$ cat src/rtl/fetch_issue_mt_pkg.sv
// Shared definitions for the multi-hart fetch issue stage: default step,
// width helper and redirect-cause encodings kept for the trap extension.
package fetch_issue_mt_pkg;

    localparam int DEFAULT_PC_STEP = 4;

    // Redirect causes are not yet consumed by the issue stage; the trap
    // extension will carry one of these alongside redirect_valid.
    typedef enum logic [1:0] {
        CAUSE_JUMP     = 2'd0,
        CAUSE_BRANCH   = 2'd1,
        CAUSE_TRAP     = 2'd2,
        CAUSE_RESERVED = 2'd3
    } redirect_cause_e;

    // log2 rounded up, never below 1 so a single-hart build still has a
    // one-bit hart id.
    function automatic int clog2_min1(input int n);
        int bits;
        bits = 0;
        while ((1 << bits) < n) begin
            bits = bits + 1;
        end
        if (bits < 1) begin
            bits = 1;
        end
        return bits;
    endfunction

endpackage

$ cat src/rtl/fetch_issue_mt_if.sv
// Fetch request channel between the issue stage (master) and the icache (slave).
interface fetch_issue_mt_if #(
    parameter int ADDRESS_BITS = 20,
    parameter int HART_BITS    = 2
);
    // Handshake: the master raises i_mem_read with a valid address; the
    // transfer happens in any cycle where i_mem_read and i_mem_ready are both
    // high. The master may change or drop the request in a cycle without a
    // transfer, so the slave samples the address only on a transfer.
    logic                    i_mem_read;
    logic                    i_mem_ready;
    logic [ADDRESS_BITS-1:0] i_mem_read_address;
    logic [ADDRESS_BITS-1:0] issue_PC;
    logic [HART_BITS-1:0]    issue_hart;

    modport master (
        output i_mem_read,
        output i_mem_read_address,
        output issue_PC,
        output issue_hart,
        input  i_mem_ready
    );

    modport slave (
        input  i_mem_read,
        input  i_mem_read_address,
        input  issue_PC,
        input  issue_hart,
        output i_mem_ready
    );

endinterface

$ cat src/rtl/fetch_issue_mt_rr_arbiter.sv
// Combinational round-robin arbiter: grants the first request after the last
// grant, wrapping modulo N. Shared with the memory arbiters.
module rr_arbiter
    import fetch_issue_mt_pkg::*;
#(
    parameter int N = 4,
    parameter int W = clog2_min1(N)
) (
    input  logic [N-1:0] request,
    input  logic [W-1:0] last_grant,
    output logic [N-1:0] grant_onehot,
    output logic [W-1:0] grant_index,
    output logic         any_grant
);

    int           idx;
    logic [W-1:0] idx_w;

    // With no request the encoded grant stays on last_grant so downstream
    // muxes see a stable selection.
    always_comb begin
        grant_onehot = '0;
        grant_index  = last_grant;
        any_grant    = 1'b0;
        idx          = 0;
        idx_w        = '0;
        for (int i = 1; i <= N; i++) begin
            idx   = (int'(last_grant) + i) % N;
            idx_w = W'(idx);
            if (!any_grant && request[idx_w]) begin
                any_grant           = 1'b1;
                grant_index         = idx_w;
                grant_onehot[idx_w] = 1'b1;
            end
        end
    end

endmodule

$ cat src/rtl/fetch_issue_mt.sv
// Barrel-threaded PC generator: one PC per hart, round-robin pick of an
// eligible hart each cycle, issued to the icache over a valid/ready channel.
module fetch_issue_mt
    import fetch_issue_mt_pkg::*;
#(
    parameter int          CORE         = 0,
    parameter int unsigned RESET_PC     = 0,
    parameter int          ADDRESS_BITS = 20,
    parameter int          NUM_HARTS    = 4,
    parameter int          HART_BITS    = 2,
    parameter int          PC_STEP      = DEFAULT_PC_STEP
) (
    input  logic                    clock,
    input  logic                    reset,
    input  logic [NUM_HARTS-1:0]    hart_enable,
    input  logic [NUM_HARTS-1:0]    hart_stall,
    input  logic                    redirect_valid,
    input  logic [HART_BITS-1:0]    redirect_hart,
    input  logic [ADDRESS_BITS-1:0] target_PC,
    fetch_issue_mt_if.master        imem,
    input  logic                    scan,
    output logic [HART_BITS-1:0]    debug_rr_ptr,
    output logic [7:0]              debug_core
);

    localparam logic [ADDRESS_BITS-1:0] RESET_PC_W = ADDRESS_BITS'(RESET_PC);
    localparam logic [ADDRESS_BITS-1:0] STEP_W     = ADDRESS_BITS'(PC_STEP);
    localparam logic [HART_BITS-1:0]    LAST_HART  = HART_BITS'(NUM_HARTS - 1);

    logic [ADDRESS_BITS-1:0] pc_reg [NUM_HARTS];
    logic [HART_BITS-1:0]    rr_ptr;
    logic [NUM_HARTS-1:0]    eligible;
    logic [NUM_HARTS-1:0]    grant_onehot;
    logic [HART_BITS-1:0]    sel;
    logic                    any_eligible;
    logic                    fire;

    // A hart being redirected is masked so its stale PC never goes out in
    // the redirect cycle; this also keeps redirect and fire on different harts.
    always_comb begin
        eligible = '0;
        for (int h = 0; h < NUM_HARTS; h++) begin
            eligible[h] = hart_enable[h] & ~hart_stall[h]
                        & ~(redirect_valid && (redirect_hart == HART_BITS'(h)));
        end
    end

    rr_arbiter #(
        .N (NUM_HARTS),
        .W (HART_BITS)
    ) u_rr_arbiter (
        .request      (eligible),
        .last_grant   (rr_ptr),
        .grant_onehot (grant_onehot),
        .grant_index  (sel),
        .any_grant    (any_eligible)
    );

    assign fire = any_eligible & imem.i_mem_ready;

    always_ff @(posedge clock) begin
        if (reset) begin
            for (int h = 0; h < NUM_HARTS; h++) begin
                pc_reg[h] <= RESET_PC_W;
            end
            rr_ptr <= LAST_HART;
        end else begin
            for (int h = 0; h < NUM_HARTS; h++) begin
                if (redirect_valid && (redirect_hart == HART_BITS'(h))) begin
                    pc_reg[h] <= target_PC;
                end else if (fire && grant_onehot[h]) begin
                    pc_reg[h] <= pc_reg[h] + STEP_W;
                end
            end
            if (fire) begin
                rr_ptr <= sel;
            end
        end
    end

    // sel falls back to rr_ptr when nothing is eligible, keeping the idle
    // request address stable.
    assign imem.i_mem_read         = any_eligible;
    assign imem.issue_hart         = sel;
    assign imem.issue_PC           = pc_reg[sel];
    assign imem.i_mem_read_address = pc_reg[sel];

    assign debug_rr_ptr = rr_ptr;
    assign debug_core   = scan ? 8'(CORE) : 8'd0;

endmodule
$ cat src/flat_wrapper.sv
// flat-port wrapper written by rule: the top's interface ports become plain ports
module fetch_issue_mt_flat import fetch_issue_mt_pkg::*;
#(
    parameter int          CORE         = 0,
    parameter int unsigned RESET_PC     = 0,
    parameter int          ADDRESS_BITS = 20,
    parameter int          NUM_HARTS    = 4,
    parameter int          HART_BITS    = 2,
    parameter int          PC_STEP      = DEFAULT_PC_STEP
)
  (clock, reset, hart_enable, hart_stall, redirect_valid, redirect_hart, target_PC, scan, debug_rr_ptr, debug_core, imem_i_mem_read, imem_i_mem_read_address, imem_issue_PC, imem_issue_hart, imem_i_mem_ready);
  fetch_issue_mt_if #(.ADDRESS_BITS(ADDRESS_BITS), .HART_BITS(HART_BITS)) imem_i ();
  input  logic clock;
  input  logic reset;
  input  logic [NUM_HARTS-1:0] hart_enable;
  input  logic [NUM_HARTS-1:0] hart_stall;
  input  logic redirect_valid;
  input  logic [HART_BITS-1:0] redirect_hart;
  input  logic [ADDRESS_BITS-1:0] target_PC;
  input  logic scan;
  output logic [HART_BITS-1:0] debug_rr_ptr;
  output logic [7:0] debug_core;
  output wire logic [$bits(imem_i.i_mem_read)-1:0] imem_i_mem_read;
  output wire logic [$bits(imem_i.i_mem_read_address)-1:0] imem_i_mem_read_address;
  output wire logic [$bits(imem_i.issue_PC)-1:0] imem_issue_PC;
  output wire logic [$bits(imem_i.issue_hart)-1:0] imem_issue_hart;
  input wire logic [$bits(imem_i.i_mem_ready)-1:0] imem_i_mem_ready;
  assign imem_i_mem_read = imem_i.i_mem_read;
  assign imem_i_mem_read_address = imem_i.i_mem_read_address;
  assign imem_issue_PC = imem_i.issue_PC;
  assign imem_issue_hart = imem_i.issue_hart;
  assign imem_i.i_mem_ready = imem_i_mem_ready;
  fetch_issue_mt #(.CORE(CORE), .RESET_PC(RESET_PC), .ADDRESS_BITS(ADDRESS_BITS), .NUM_HARTS(NUM_HARTS), .HART_BITS(HART_BITS), .PC_STEP(PC_STEP)) u_core (.clock(clock), .reset(reset), .hart_enable(hart_enable), .hart_stall(hart_stall), .redirect_valid(redirect_valid), .redirect_hart(redirect_hart), .target_PC(target_PC), .imem(imem_i), .scan(scan), .debug_rr_ptr(debug_rr_ptr), .debug_core(debug_core));
endmodule
$ cat config.mk
export PLATFORM = sky130hd
export DESIGN_NAME = fetch_issue_mt_flat
export DESIGN_NICKNAME = d
export VERILOG_FILES = /design/src/rtl/fetch_issue_mt_pkg.sv /design/src/rtl/fetch_issue_mt_if.sv /design/src/rtl/fetch_issue_mt_rr_arbiter.sv /design/src/rtl/fetch_issue_mt.sv /design/src/flat_wrapper.sv
export SDC_FILE = /design/constraint.sdc
export NUM_CORES = 1
export LEC_CHECK = 0
export ABC_AREA = 1
export CAP_MARGIN = 40
export CORE_ASPECT_RATIO = 1.4
export CORE_MARGIN = 2
export CORE_UTILIZATION = 57
export DETAILED_ROUTE_END_ITERATION = 8
export PLACE_DENSITY = 0.82
export SETUP_SLACK_MARGIN = 0.5
export SYNTH_ARGS = -nofsm -noshare
export SYNTH_HDL_FRONTEND = slang
export SYNTH_SLANG_ARGS = --single-unit
$ cat constraint.sdc
create_clock -name clock -period 3.3 [get_ports clock]
set_input_delay 0.66 -clock clock [delete_from_list [all_inputs] [get_ports clock]]
set_output_delay 0.66 -clock clock [all_outputs]
set_load 0.01 [all_outputs]
==> flow_metrics.tcl <==
set metrics [dict create \
    outcome "finished with violations" \
    violations "DRC, setup timing" \
    clock_path_buffers 2 \
    track_usage 0.357 \
    ir_drop_mv 1.22 \
    largest_reg_flops 80 \
    htree_levels 3 \
    ios 88 \
    synthDistinctLibCells 33 \
    drc 53 \
    pre_cts_ws_ns -0.527 \
    hold_path_startpoint "u_core.pc_reg[2][18]" \
    rsz0062_at_grt "yes" \
    synth_compound_area_frac 0.0468 \
    synth_top_family_by_area "simple AND/OR/NAND/NOR gates" \
    routed_via_density 6.70 \
    cp.required_ns 2.64 \
    max_cap_viol_count 0 \
    core_mm2 0.0113 \
    fin_hold_ws_ns 0.684 \
    max_stage_delay_ns 0.36 \
    synth_top_area_share 0.361 \
    ys_seq_elements 82 \
    min_period_over_period 1.05 \
    hold_viol 0 \
    grt_pass1_wl_um 34300 \
    synthCells 892 \
    cts_tree "built" \
    synthTopCellsByCount "nand2_1, inv_1, nand3_1, edfxtp_1, xor2_1" \
    fmax_mhz 288 \
    grt_start_max_net_pins 23 \
    fin_crit_ns 3.47 \
    syn_to_final_growth_pct 46.6 \
    port-buffer-count 78 \
    critical_path_class "flop to output pin" \
    yosysMostFrequentCell "nand2_1" \
    vias 8003 \
    critPathLaunchType "flop" \
    min_path_type "flop to flop" \
    arrival_ns 2.81 \
    layout.nets 1092 \
    drt-total-wl_um 31300 \
    grt_pass1_vias 6909 \
    p_leak_nw 4.48 \
    grt_overflow_total 0 \
    synth_adder_area_share 0.0225 \
    synth_xor_area_frac 0.0815 \
    synth-main-ff-cell "edfxtp_1" \
    ys_warn_count 0 \
    cp_common_cell "nand2_4" \
    cts_hold_buf 0 \
    path_buf_inv 6 \
    clock_latency_ns 0.36 \
    yosysTopAreaCell "edfxtp_1" \
    dr.pass1.iters 9 \
    die_w_um 95.4 \
    numClockSinks 82 \
    wl_per_cell_um 26.2 \
    path_delay_family "simple AND/OR/NAND/NOR gates" \
    ys_seq_area_frac 0.367 \
    clk_pin_slew_ns 0.07 \
    dieArea_mm2 0.0126 \
    muxShareOfSynthArea 0 \
    netlist_area_mm2 0.00666 \
    synth_edf_count 80 \
    crit_start "u_core.debug_rr_ptr[0]" \
    path_cells "inv_2 -> ha_4 -> inv_6 -> nand3_4 -> nand2_4 -> nand2_4 -> nor2_4 -> nand2_4 -> nand2_8 -> buf_6 -> clkinv_8 -> buf_16 -> nand2_1 -> nand3_1 -> nand2_2 -> buf_2" \
    avgSynthCellArea_um2 7.47 \
    drive_above_1_share 0.341 \
    ant_nets 0 \
    synthArstFlopShare 0 \
    maxSlewHeadroom 0.504 \
    drv_slew 0 \
    timing.final.ws_setup_ns -0.167 \
    crit_slowest_cell "dfxtp_4" \
    synth.area.top_cells "edfxtp_1, nand2_1, xor2_1, nand3_1, inv_1" \
    numCtsBuffers 9 \
    gp_congestion 0.934 \
    yosys.area_share.simple 0.356 \
    clockRootBuffer "clkbuf_16" \
    powerDensity_mw_per_mm2 1130 \
    reg2reg_from "u_core.debug_rr_ptr[0]" \
    cp_max_fo 8 \
    tightest_slew_ns 0.739 \
    rows 46 \
    hpwl_um 13500 \
    drtIter0Drc 1759 \
    initial_core_util 0.587 \
    fin_skew_ns 0.0110 \
    antenna_found_initial 1 \
    setup_violations 7 \
    worstSetupEndpointType "output pin" \
    die_h_um 132 \
]
[kinds of logic after synthesis]
| family | count (synthesis) |
|---|---|
| compound gates | 42 |
| xor+xnor | 62 |
| fa+ha+maj | 12 |
| buf+inv | 173 |
| flops | 82 |
| other cells | 1 |
| simple gates | 520 |
[final timing paths]
kind,endpoint,slack [ns],depth (start not counted)
worst max register to register,u_core.pc_reg[3][7],0.08,21
worst min register to register,u_core.pc_reg[2][18],0.68,2
worst max-delay path,imem_i_mem_read_address[9],-0.17,16
worst min-delay path,u_core.pc_reg[2][18],0.68,2
[worst reg2reg max path: stages (launching register included)]
cell	delay (ns)
dfxtp_4	0.36
inv_2	0.06
ha_4	0.29
buf_4	0.16
nand2_4	0.09
nand2_4	0.07
buf_6	0.10
buf_4	0.12
buf_6	0.11
buf_6	0.10
buf_6	0.11
buf_6	0.11
buf_6	0.11
buf_6	0.11
buf_6	0.12
nand2_2	0.06
nand2_2	0.06
nor2_4	0.10
nand2_4	0.14
clkbuf_16	0.21
nand4_1	0.27
nand2_1	0.12
[metrics by stage]
stage | util | power (mW) | instances | cell area, µm² | setup TNS, ns
finish | 0.861 | 11.1 | 1195 | 9760 | -0.595
global route | 0.861 | 11.3 | 1195 | 9760 | -1.58
CTS | 0.762 | 8.67 | 1156 | 8640 | 0
detailed placement | 0.678 | 6.44 | 1107 | 7690 | -19.86
global placement | 0.678 | 6.39 | 1107 | 7690 | -17.91
floorplan | - | 4.47 | 899 | 6690 | 0
[cells in the final DEF (no fill, tap or decap), types with 3 or more instances in the layout]
master	count
buf_4	51
inv_2	6
nand3_1	61
o21ai_0	3
ha_1	11
nand3_4	14
nor2_4	10
nor2_2	4
inv_1	108
buf_6	58
o21ai_1	4
dlygate4sd2_1	3
xnor2_1	5
nor4_1	3
buf_16	7
nand3_2	27
buf_2	11
buf_12	15
nor2_1	39
conb_1	8
edfxtp_1	80
nand2_8	5
nor3_1	19
clkdlybuf4s50_1	24
clkbuf_16	21
buf_8	3
nand2_1	236
o21ai_2	33
nand2_2	37
clkbuf_2	4
xor2_1	57
nand2_4	39
nand4_1	24
[layer usage]
layer	part of all wire	up-vias	global-route usage
met2	0.43	944	0.578
met5	0	-	0
li1	-	3139	-
met3	0.15	378	0.0469
met1	0.28	3542	0.401
met4	0.14	0	0.313
[report_power, final]
part / leakage, nW / switching (mW) / total [mW] / internal (mW)
Combinational: 3.49 / 4.54 / 8.41 / 3.87
Sequential: 0.848 / 0.168 / 1.52 / 1.35
Clock: 0.143 / 0.471 / 1.13 / 0.662
Total: 4.48 / 5.18 / 11.1 / 5.88
[cell type report]
cell class | instances | area (µm²)
flip-flops and latches | 82 | 2450
fillers | 496 | 1570
clock buffers | 11 | 233
multi-input cells | 645 | 4140
clock inverters | 5 | 78.8
diodes | 1 | 2.50
inverters | 119 | 469
well taps | 144 | 180
repair buffers | 188 | 2220
[repair_timing]
action,CTS,global route
setup endpoints to repair,43,187
cloned,7,18
setup buffers,26,20
gates resized for setup,294,183
pin swaps,40,61
(Power assumes the default switching activity.)
